File: src/rtl/bullet_hit_detector.sv
// Scans the snake segment list against two latched bullet cells and reports the first hit.
// Optional HIT_COOLDOWN_EN: ignore the 8 scan_tick pulses that follow a hit.
module bullet_hit_detector #(
  parameter int GRID_W  = 40,
  parameter int GRID_H  = 30,
  parameter int MAX_LEN = 64,
  parameter int LIVES   = 3
) (
  input  logic                         clk,
  input  logic                         rst,
  input  logic                         scan_tick,
  input  logic                         game_over,
  input  logic [9:0]                   b0_px,
  input  logic [9:0]                   b0_py,
  input  logic [9:0]                   b1_px,
  input  logic [9:0]                   b1_py,
  input  logic                         b0_active,
  input  logic                         b1_active,
  input  logic [$clog2(MAX_LEN):0]     snake_len,
  output logic [$clog2(MAX_LEN)-1:0]   seg_addr,
  input  logic [$clog2(GRID_W)-1:0]    seg_x,
  input  logic [$clog2(GRID_H)-1:0]    seg_y,
  output logic                         hit,
  output logic                         hit_src,
  output logic [$clog2(MAX_LEN)-1:0]   hit_seg,
  output logic                         kill_b0,
  output logic                         kill_b1,
  output logic [1:0]                   lives,
  output logic                         lives_zero,
  output logic                         busy
);

  localparam int AW = $clog2(MAX_LEN);
  localparam int LW = AW + 1;

  localparam logic [1:0] S_IDLE  = 2'd0;
  localparam logic [1:0] S_SCAN  = 2'd1;
  localparam logic [1:0] S_DRAIN = 2'd2;
  localparam logic [1:0] S_HIT   = 2'd3;

  logic [1:0]    state_q, state_d;
  logic [AW-1:0] addr_q, addr_d;
  logic          cmp_vld_q, cmp_vld_d;
  logic [AW-1:0] cmp_idx_q, cmp_idx_d;
  logic [5:0]    b0x_q, b0x_d, b0y_q, b0y_d, b1x_q, b1x_d, b1y_q, b1y_d;
  logic          b0v_q, b0v_d, b1v_q, b1v_d;
  logic          hit_q, hit_d, src_q, src_d, k0_q, k0_d, k1_q, k1_d;
  logic [AW-1:0] hseg_q, hseg_d;
  logic [1:0]    lives_q, lives_d;
`ifdef HIT_COOLDOWN_EN
  logic [3:0]    cd_q, cd_d;
`endif

  logic [5:0] g0x, g0y, g1x, g1y;
  logic       in0, in1, m0, m1, start_ok, last_addr;
  logic       unused_pix;

  assign g0x = b0_px[9:4];
  assign g0y = b0_py[9:4];
  assign g1x = b1_px[9:4];
  assign g1y = b1_py[9:4];
  assign unused_pix = ^{b0_px[3:0], b0_py[3:0], b1_px[3:0], b1_py[3:0]};

  // Off-playfield bullets are latched as inactive so they can never match.
  assign in0 = b0_active && (32'(g0x) < GRID_W) && (32'(g0y) < GRID_H);
  assign in1 = b1_active && (32'(g1x) < GRID_W) && (32'(g1y) < GRID_H);

  assign m0 = cmp_vld_q && b0v_q && (16'(seg_x) == 16'(b0x_q)) && (16'(seg_y) == 16'(b0y_q));
  assign m1 = cmp_vld_q && b1v_q && (16'(seg_x) == 16'(b1x_q)) && (16'(seg_y) == 16'(b1y_q));

  assign last_addr = ({1'b0, addr_q} == (snake_len - LW'(1)));
  assign start_ok  = scan_tick && !game_over && (snake_len != '0) && (b0_active || b1_active);

  always_comb begin
    state_d   = state_q;
    addr_d    = addr_q;
    cmp_vld_d = 1'b0;
    cmp_idx_d = cmp_idx_q;
    b0x_d = b0x_q;  b0y_d = b0y_q;  b0v_d = b0v_q;
    b1x_d = b1x_q;  b1y_d = b1y_q;  b1v_d = b1v_q;
    hit_d  = 1'b0;
    k0_d   = 1'b0;
    k1_d   = 1'b0;
    src_d  = src_q;
    hseg_d = hseg_q;
    lives_d = lives_q;
`ifdef HIT_COOLDOWN_EN
    cd_d = cd_q;
`endif
    case (state_q)
      S_IDLE: begin
`ifdef HIT_COOLDOWN_EN
        if (scan_tick && !game_over && (cd_q != 4'd0)) begin
          cd_d = cd_q - 4'd1;
        end else
`endif
        if (start_ok) begin
          state_d = S_SCAN;
          addr_d  = '0;
          b0x_d = g0x;  b0y_d = g0y;  b0v_d = in0;
          b1x_d = g1x;  b1y_d = g1y;  b1v_d = in1;
        end
      end
      S_SCAN, S_DRAIN: begin
        if (m0 || m1) begin
          state_d = S_HIT;
          hit_d   = 1'b1;
          src_d   = !m0;
          hseg_d  = cmp_idx_q;
          k0_d    = m0;
          k1_d    = !m0;
          lives_d = (lives_q == 2'd0) ? 2'd0 : lives_q - 2'd1;
`ifdef HIT_COOLDOWN_EN
          cd_d    = 4'd8;
`endif
        end else if (state_q == S_DRAIN) begin
          state_d = S_IDLE;
        end else begin
          // The address issued now returns next cycle, so it becomes the compare index.
          cmp_vld_d = 1'b1;
          cmp_idx_d = addr_q;
          if (last_addr) state_d = S_DRAIN;
          else           addr_d  = addr_q + AW'(1);
        end
      end
      default: state_d = S_IDLE;
    endcase

    if (game_over) begin
      state_d   = S_IDLE;
      cmp_vld_d = 1'b0;
      hit_d     = 1'b0;
      k0_d      = 1'b0;
      k1_d      = 1'b0;
      src_d     = src_q;
      hseg_d    = hseg_q;
      lives_d   = lives_q;
`ifdef HIT_COOLDOWN_EN
      cd_d      = 4'd0;
`endif
    end
  end

  always_ff @(posedge clk) begin
    if (rst) begin
      state_q   <= S_IDLE;
      addr_q    <= '0;
      cmp_vld_q <= 1'b0;
      cmp_idx_q <= '0;
      b0x_q <= '0;  b0y_q <= '0;  b0v_q <= 1'b0;
      b1x_q <= '0;  b1y_q <= '0;  b1v_q <= 1'b0;
      hit_q  <= 1'b0;
      src_q  <= 1'b0;
      hseg_q <= '0;
      k0_q   <= 1'b0;
      k1_q   <= 1'b0;
      lives_q <= 2'(LIVES);
`ifdef HIT_COOLDOWN_EN
      cd_q   <= 4'd0;
`endif
    end else begin
      state_q   <= state_d;
      addr_q    <= addr_d;
      cmp_vld_q <= cmp_vld_d;
      cmp_idx_q <= cmp_idx_d;
      b0x_q <= b0x_d;  b0y_q <= b0y_d;  b0v_q <= b0v_d;
      b1x_q <= b1x_d;  b1y_q <= b1y_d;  b1v_q <= b1v_d;
      hit_q  <= hit_d;
      src_q  <= src_d;
      hseg_q <= hseg_d;
      k0_q   <= k0_d;
      k1_q   <= k1_d;
      lives_q <= lives_d;
`ifdef HIT_COOLDOWN_EN
      cd_q   <= cd_d;
`endif
    end
  end

  assign seg_addr   = addr_q;
  assign hit        = hit_q;
  assign hit_src    = src_q;
  assign hit_seg    = hseg_q;
  assign kill_b0    = k0_q;
  assign kill_b1    = k1_q;
  assign lives      = lives_q;
  assign lives_zero = (lives_q == 2'd0);
  assign busy       = (state_q != S_IDLE);

endmodule

File: config.mk
export PLATFORM = sky130hd
export DESIGN_NAME = bullet_hit_detector
export DESIGN_NICKNAME = d
export VERILOG_FILES = /design/src/rtl/bullet_hit_detector.sv
export SDC_FILE = /design/constraint.sdc
export NUM_CORES = 1
export LEC_CHECK = 0
export CORE_MARGIN = 1.5
export CORE_UTILIZATION = 50
export CTS_CLUSTER_DIAMETER = 150
export CTS_CLUSTER_SIZE = 8
export DETAILED_ROUTE_END_ITERATION = 8
export PLACE_DENSITY_LB_ADDON = 0.2
export SYNTH_ARGS = -nofsm -noshare
export SYNTH_HDL_FRONTEND = slang
export SYNTH_SLANG_ARGS = --single-unit
File: constraint.sdc
create_clock -name clk -period 3.1 [get_ports clk]
set_clock_uncertainty 0.1 [all_clocks]
set_input_delay 0.31 -clock clk [delete_from_list [all_inputs] [get_ports clk]]
set_output_delay 0.31 -clock clk [all_outputs]
set_load 0.02 [all_outputs]
=== Word-level counts from Yosys, hierarchy flattened ===
Cells that the tools add are included.

* Bits in registers: 53
* Input port bits: 64
* Logic and storage cells: 84

* Reduce and logical (&&, ||, !) cells: 32
* Multiplexer cells: 13
* Bitwise gates (word level): 4
* $add $sub $neg: 3
* Order comparisons: 4
* Equality and inequality tests: 12

{| class="wikitable"
|+ Operator list
! operator !! number
|-
| two-way mux 6 bit || 4
|-
| logical AND 1 bit || 13
|-
| == test 5 x 6 -> 1 bit || 2
|-
| == test 6 bit || 2
|-
| < comparator 6 x 5 -> 1 bit, second input constant || 2
|-
| < comparator 6 bit, second input constant || 2
|-
| one-hot mux 6 bit (2 select lines) || 1
|-
| two-way mux 2 bit || 5
|-
| inequality test 2 bit, second input constant || 4
|-
| OR reduction 4 bit || 2
|-
| == test 6 x 7 -> 1 bit || 1
|-
| nonzero test 7 bit || 1
|-
| subtractor 7 x 1 -> 7 bit, second input constant || 1
|-
| adder 6 x 1 -> 6 bit, second input constant || 1
|-
| AND reduction 3 bit || 2
|-
| AND reduction 5 bit || 1
|-
| zero test 2 bit || 2
|-
| inequality test 4 bit, second input constant || 1
|-
| inverter 1 bit || 4
|-
| one-hot mux 2 bit (2 select lines) || 1
|-
| AND reduction 2 bit || 2
|-
| nonzero test 2 bit || 2
|-
| OR reduction 2 bit || 2
|-
| OR reduction 3 bit || 1
|-
| 6 further kinds || 9
|}

=== Longest topological paths before layout ===
* Depth after elaboration: 6
* Mapped depth: 9
* Depth with buffers taken out: 8

=== Worst setup path before layout ===
Ideal clock, no wire load.

* Kind: input port to flip-flop
* Start: input snake_len[0]
* End: register addr_q[5] (netlist: seg_addr[5])
* Required time: 2.909 ns
* Arrival time: 1.909 ns
* Setup slack: 1.000 ns
* Stages on the path: 8
* Cells stage by stage: inv_1 > ha_1 > nor3b_1 > xnor2_1 > nor4_1 > a31o_2 > o21ai_0 > a311oi_1

* Cells in the longest elaborated chain, start to end: 5

{| class="wikitable"
|+ Ends and longest elaborated chain
! what !! RTL line !! source
|-
| start, declared || 19 || <nowiki>input logic [$clog2(MAX_LEN):0] snake_len,</nowiki>
|-
| parallel branches: the longest is 4 deep, another holds subtractor 7 x 1 -> 7 bit || - ||
|-
| AND reduction 5 bit (no line) (*) || - ||
|-
| end signal, assigned || 163 || <nowiki>addr_q <= addr_d;</nowiki>
|-
| end, declared || 42 || <nowiki>logic [AW-1:0] addr_q, addr_d;</nowiki>
|}

Every way passes the cells marked *.
A chain may end at the register's enable or synchronous reset.

=== Worst setup path after layout ===
* Start: input snake_len[0]
* End: register addr_q[2] (netlist: seg_addr[2])

Same word-level chain as after synthesis.

==> results.txt <==
----------------------------------------------------
[Outcome]
  Outcome ... completed

[Detailed routing]
  Met2 Routed Length ... 2880 um
  Routed length on met3 ... 495 um
  Total via count after detailed routing ... roughly 2400
  Average via count per standard cell ... 5.42
  Highest routing layer actually used ... met4
  Number of DRC violations after detailed-routing iteration 0 ... between 200 and 300
  Final ANT Viol Nets ... 0
  First-pass iteration count of the detailed router ... 5
  Total length of routed wires ... around 6300 um
  Metal-1 WL ... 2880 um
  Total DRC errors in the routed layout ... 0
  DR WL/cell ... ~14 um

[Logic synthesis]
  Mapped Nets ... ~390
  Synth Register Bits ... 53
  Count of different cell masters after synthesis ... 39
  Synthesized instance count ... 314
  Ranking of synthesized cells by area ... sky130_fd_sc_hd__dfxtp_1, sky130_fd_sc_hd__xnor2_1, sky130_fd_sc_hd__nand2_1
  Netlist area before placement ... around 2600 um^2
  Yosys Warn Count ... 0
  Average instance area after synthesis ... 8.23 um^2
  Cell accounting for the most synthesized area ... sky130_fd_sc_hd__dfxtp_1
  Share of synthesized area occupied by flip-flops and latches ... 41.0%
  Share of Yosys cell area claimed by the top area cell type ... a little over 40%

[Clock network]
  Inserted Clock Buffers ... 5
  Worst-case clock buffer depth ... 2
  Total number of H-tree levels ... 2
  Total of cells resized after clock tree synthesis ... 0
  Clock latency reported for the late side of the worst-skew pair ... roughly 0.3 ns
  Number of buffers added for setup after CTS ... 0
  Root Buffer Master ... sky130_fd_sc_hd__clkbuf_8
  # hold bufs at CTS ... 0
  Number of clock sinks ... 53
  CTS tree ... done
  Post-CTS clock slew at the launch and capture registers of the worst setup and hold paths ... around 0.09 ns

[Place]
  Worst slack at placement ... 0.196 ns
  Final Wtd Congestion ... approximately 0.85
  Detailed-placement wirelength estimate ... roughly 4700 um
  Number of buffer cells added on primary ports ... 67

[Power and ir drop]
  Static leakage power ... 1.20 nW
  Power Density ... 376 nW/um^2
  IR drop worst, VDD ... roughly 0.23 mV

[Worst setup path]
  Kind of critical path ... input pin to register
  Kind of start point of the critical path ... input pin
  Data arrival at the endpoint of the critical path ... 2.69 ns
  Delay-heaviest family, CP ... compound AO/OA/AOI/OAI gates
  Crit path capture type ... register
  Crit-path slowest cell ... sky130_fd_sc_hd__clkdlybuf4s50_1
  Crit-path max cell delay ... 0.52 ns
  CP Max Fanout ... 9
  Crit path cell chain ... clkdlybuf4s50_1 -> inv_1 -> ha_1 -> nor3b_1 -> xnor2_1 -> nor4_1 -> a31o_2 -> o21ai_0 -> a311oi_1
  Sum of buffers and inverters on the critical path ... 2
  Worst EP required ... between 3 and 4 ns

[Hold path]
  Worst hold-check path type ... register to register

[Final layout]
  Fill cell instance count of the final layout ... between 400 and 500
  Number of nets in the layout ... about 450
  Synthesis-to-layout area growth ... 31.8%
  Fraction of layout instances using a drive strength above 1 ... 4.47%
  Commonest cells after routing, fill and taps aside ... sky130_fd_sc_hd__clkdlybuf4s50_1, sky130_fd_sc_hd__nand2_1, sky130_fd_sc_hd__dfxtp_1, sky130_fd_sc_hd__a21oi_1, sky130_fd_sc_hd__xnor2_1
  Commonest non-fill, non-tap cell in the layout ... sky130_fd_sc_hd__clkdlybuf4s50_1
  Number of antenna diodes ... 0

[Floorplan]
  Die width ... about 75 um
  Die outline area ... around 5600 um^2
  Initial cell density of the core ... between 50% and 60%
  Core Footprint ... 4850 um^2
  IO Count ... 84
  Y dimension of the die ... 74.9 um
  Num rows ... 25

[Timing]
  Hold violation total from the final report ... 0
  Setup TNS after final layout ... 0 ns
  Peak clock frequency supported by timing ... 0.389 GHz
  Worst slew pin tran ... 0.913 ns
  Worst relative slew slack ... 39.1%
  Part of the cycle the worst path needs ... 82.9%
  Setup repair after global routing missed its margin ... no
  Min Tclk post-route ... 2.57 ns
  Final Slew Violations ... 0
  Slack of the critical path ... 0.530 ns
  Setup-failing EPs final ... 0

[Global route]
  Remaining global-route overflow ... 0
  Via count of the first global-routing pass ... between 2000 and 2500
  Number of antenna violations at the first check in global routing ... 0
  Wire length of the first global-routing pass ... 9980 um
  Global-route usage over all layers ... a little under a quarter
  Maximum number of pins on one net before global-route repair ... 50

[Job]
  Max Cap Viol ... 0

----------------------------------------------------
-- Yosys cell counts --
library cell	instances
sky130_fd_sc_hd__nand2_1	66
sky130_fd_sc_hd__dfxtp_1	53
sky130_fd_sc_hd__a21oi_1	35
sky130_fd_sc_hd__xnor2_1	30
sky130_fd_sc_hd__nor2_1	16
sky130_fd_sc_hd__clkbuf_1	13
sky130_fd_sc_hd__nand4_1	10
sky130_fd_sc_hd__ha_1	8
sky130_fd_sc_hd__mux2i_1	8
sky130_fd_sc_hd__nand3_1	8
sky130_fd_sc_hd__inv_1	7
sky130_fd_sc_hd__nor3_1	7
sky130_fd_sc_hd__o21ai_0	7
sky130_fd_sc_hd__a31oi_1	5
sky130_fd_sc_hd__and3_1	4
sky130_fd_sc_hd__nor2b_1	4
sky130_fd_sc_hd__a311oi_1	3
sky130_fd_sc_hd__o31ai_1	3
sky130_fd_sc_hd__or3_1	3
sky130_fd_sc_hd__and3b_1	2
sky130_fd_sc_hd__nand4b_1	2
sky130_fd_sc_hd__o221ai_1	2
sky130_fd_sc_hd__xor2_1	2
sky130_fd_sc_hd__a2111o_1	1
sky130_fd_sc_hd__a211oi_1	1
sky130_fd_sc_hd__a21boi_0	1
sky130_fd_sc_hd__a31o_1	1
sky130_fd_sc_hd__a31o_2	1
sky130_fd_sc_hd__and2_1	1
sky130_fd_sc_hd__buf_1	1
sky130_fd_sc_hd__nand2b_1	1
sky130_fd_sc_hd__nor3b_1	1
sky130_fd_sc_hd__nor4_1	1
sky130_fd_sc_hd__nor4b_1	1
sky130_fd_sc_hd__o2111ai_1	1
sky130_fd_sc_hd__o21ai_2	1
sky130_fd_sc_hd__o221a_2	1
sky130_fd_sc_hd__or3b_2	1
sky130_fd_sc_hd__or4_4	1
-- report_power, final --
group | internal (mW) | leakage [nW] | switching [mW]
Combinational | 0.106 | 0.722 | 0.0981
Clock | 0.157 | 0.0450 | 0.212
Sequential | 0.696 | 0.429 | 0.0116
-- logic make-up after synthesis --
kind of cell | after synthesis | share of synthesized area [%]
muxes | 8 | 3.10
DFF | 53 | 41.0
and+or+nand+nor | 129 | 23.4
xor gates and xnor gates | 32 | 10.8
adders and majority gates | 8 | 3.87
AOI/OAI and AO/OA | 63 | 14.7
buffers and inverters | 21 | 3.05
-- final timing paths --
path | startpoint | to | slack [ns] | cells after the start
setup reg to reg | state_q[0]$_SDFFE_PP0P_ | seg_addr[0]$_SDFFE_PP0P_ | 0.62 | 7
hold / removal | b0y_q[5]$_SDFFE_PP0P_ | b0y_q[5]$_SDFFE_PP0P_ | 0.36 | 2
hold reg to reg | b0y_q[5]$_SDFFE_PP0P_ | b0y_q[5]$_SDFFE_PP0P_ | 0.36 | 2
setup / recovery | snake_len[0] | seg_addr[2]$_SDFFE_PP0P_ | 0.53 | 9
-- worst reg2reg max path, cell delays in order, from the launching register on --
cell and delay (ns):
sky130_fd_sc_hd__dfxtp_1 0.42, sky130_fd_sc_hd__inv_1 0.09, sky130_fd_sc_hd__ha_1 0.48, sky130_fd_sc_hd__nor2b_1 0.28, sky130_fd_sc_hd__nand3_1 0.31, sky130_fd_sc_hd__buf_4 0.28
sky130_fd_sc_hd__or3_1 0.31, sky130_fd_sc_hd__a21oi_1 0.15
-- cell type report --
cell class | instances | area, um^2 | share of cell area [%]
Clock buffer | 6 | 72.6 | 2.13
Clock inverter | 2 | 10.0 | 0.294
Inverter | 7 | 26.3 | 0.771
Multi-Input combinational cell | 240 | 1450 | 42.4
Sequential cell | 53 | 1060 | 31.1
Tap cell | 67 | 83.8 | 2.46
Timing Repair Buffer | 72 | 708 | 20.8
-- per-stage QoR --
stage | hold slack (ns) | utilization [%] | power, mW | cells | area, um^2
5_1_grt | 0.382 | 70.3 | 1.34 | 447 | 3410
3_3_place_gp | 0.338 | 68.6 | 0.921 | 439 | 3320
2_1_floorplan | 0.287 | - | 0.825 | 314 | 2580
3_5_place_dp | 0.348 | 68.6 | 0.926 | 439 | 3320
6_report | 0.356 | 70.3 | 1.28 | 447 | 3410
4_1_cts | 0.360 | 70.3 | 1.29 | 447 | 3410
-- registers in the layout, summed over array words and instances, names as in the netlist, 2 cells and up --
register / cells
b1x_q: 6
seg_addr: 6
state_q: 2
b0x_q: 6
lives: 2
b1y_q: 6
hit_seg: 6
cmp_idx_q: 6
b0y_q: 6
-- metal layers --
| metal | GRT usage, % | up-vias |
|---|---|---|
| li1 | - | 1216 |
| met1 | 32.8 | 1076 |
| met2 | 35.8 | 120 |
| met3 | 4.82 | 12 |
| met4 | 8.48 | 0 |
| met5 | 0 | - |
(Power assumes the default switching activity.)
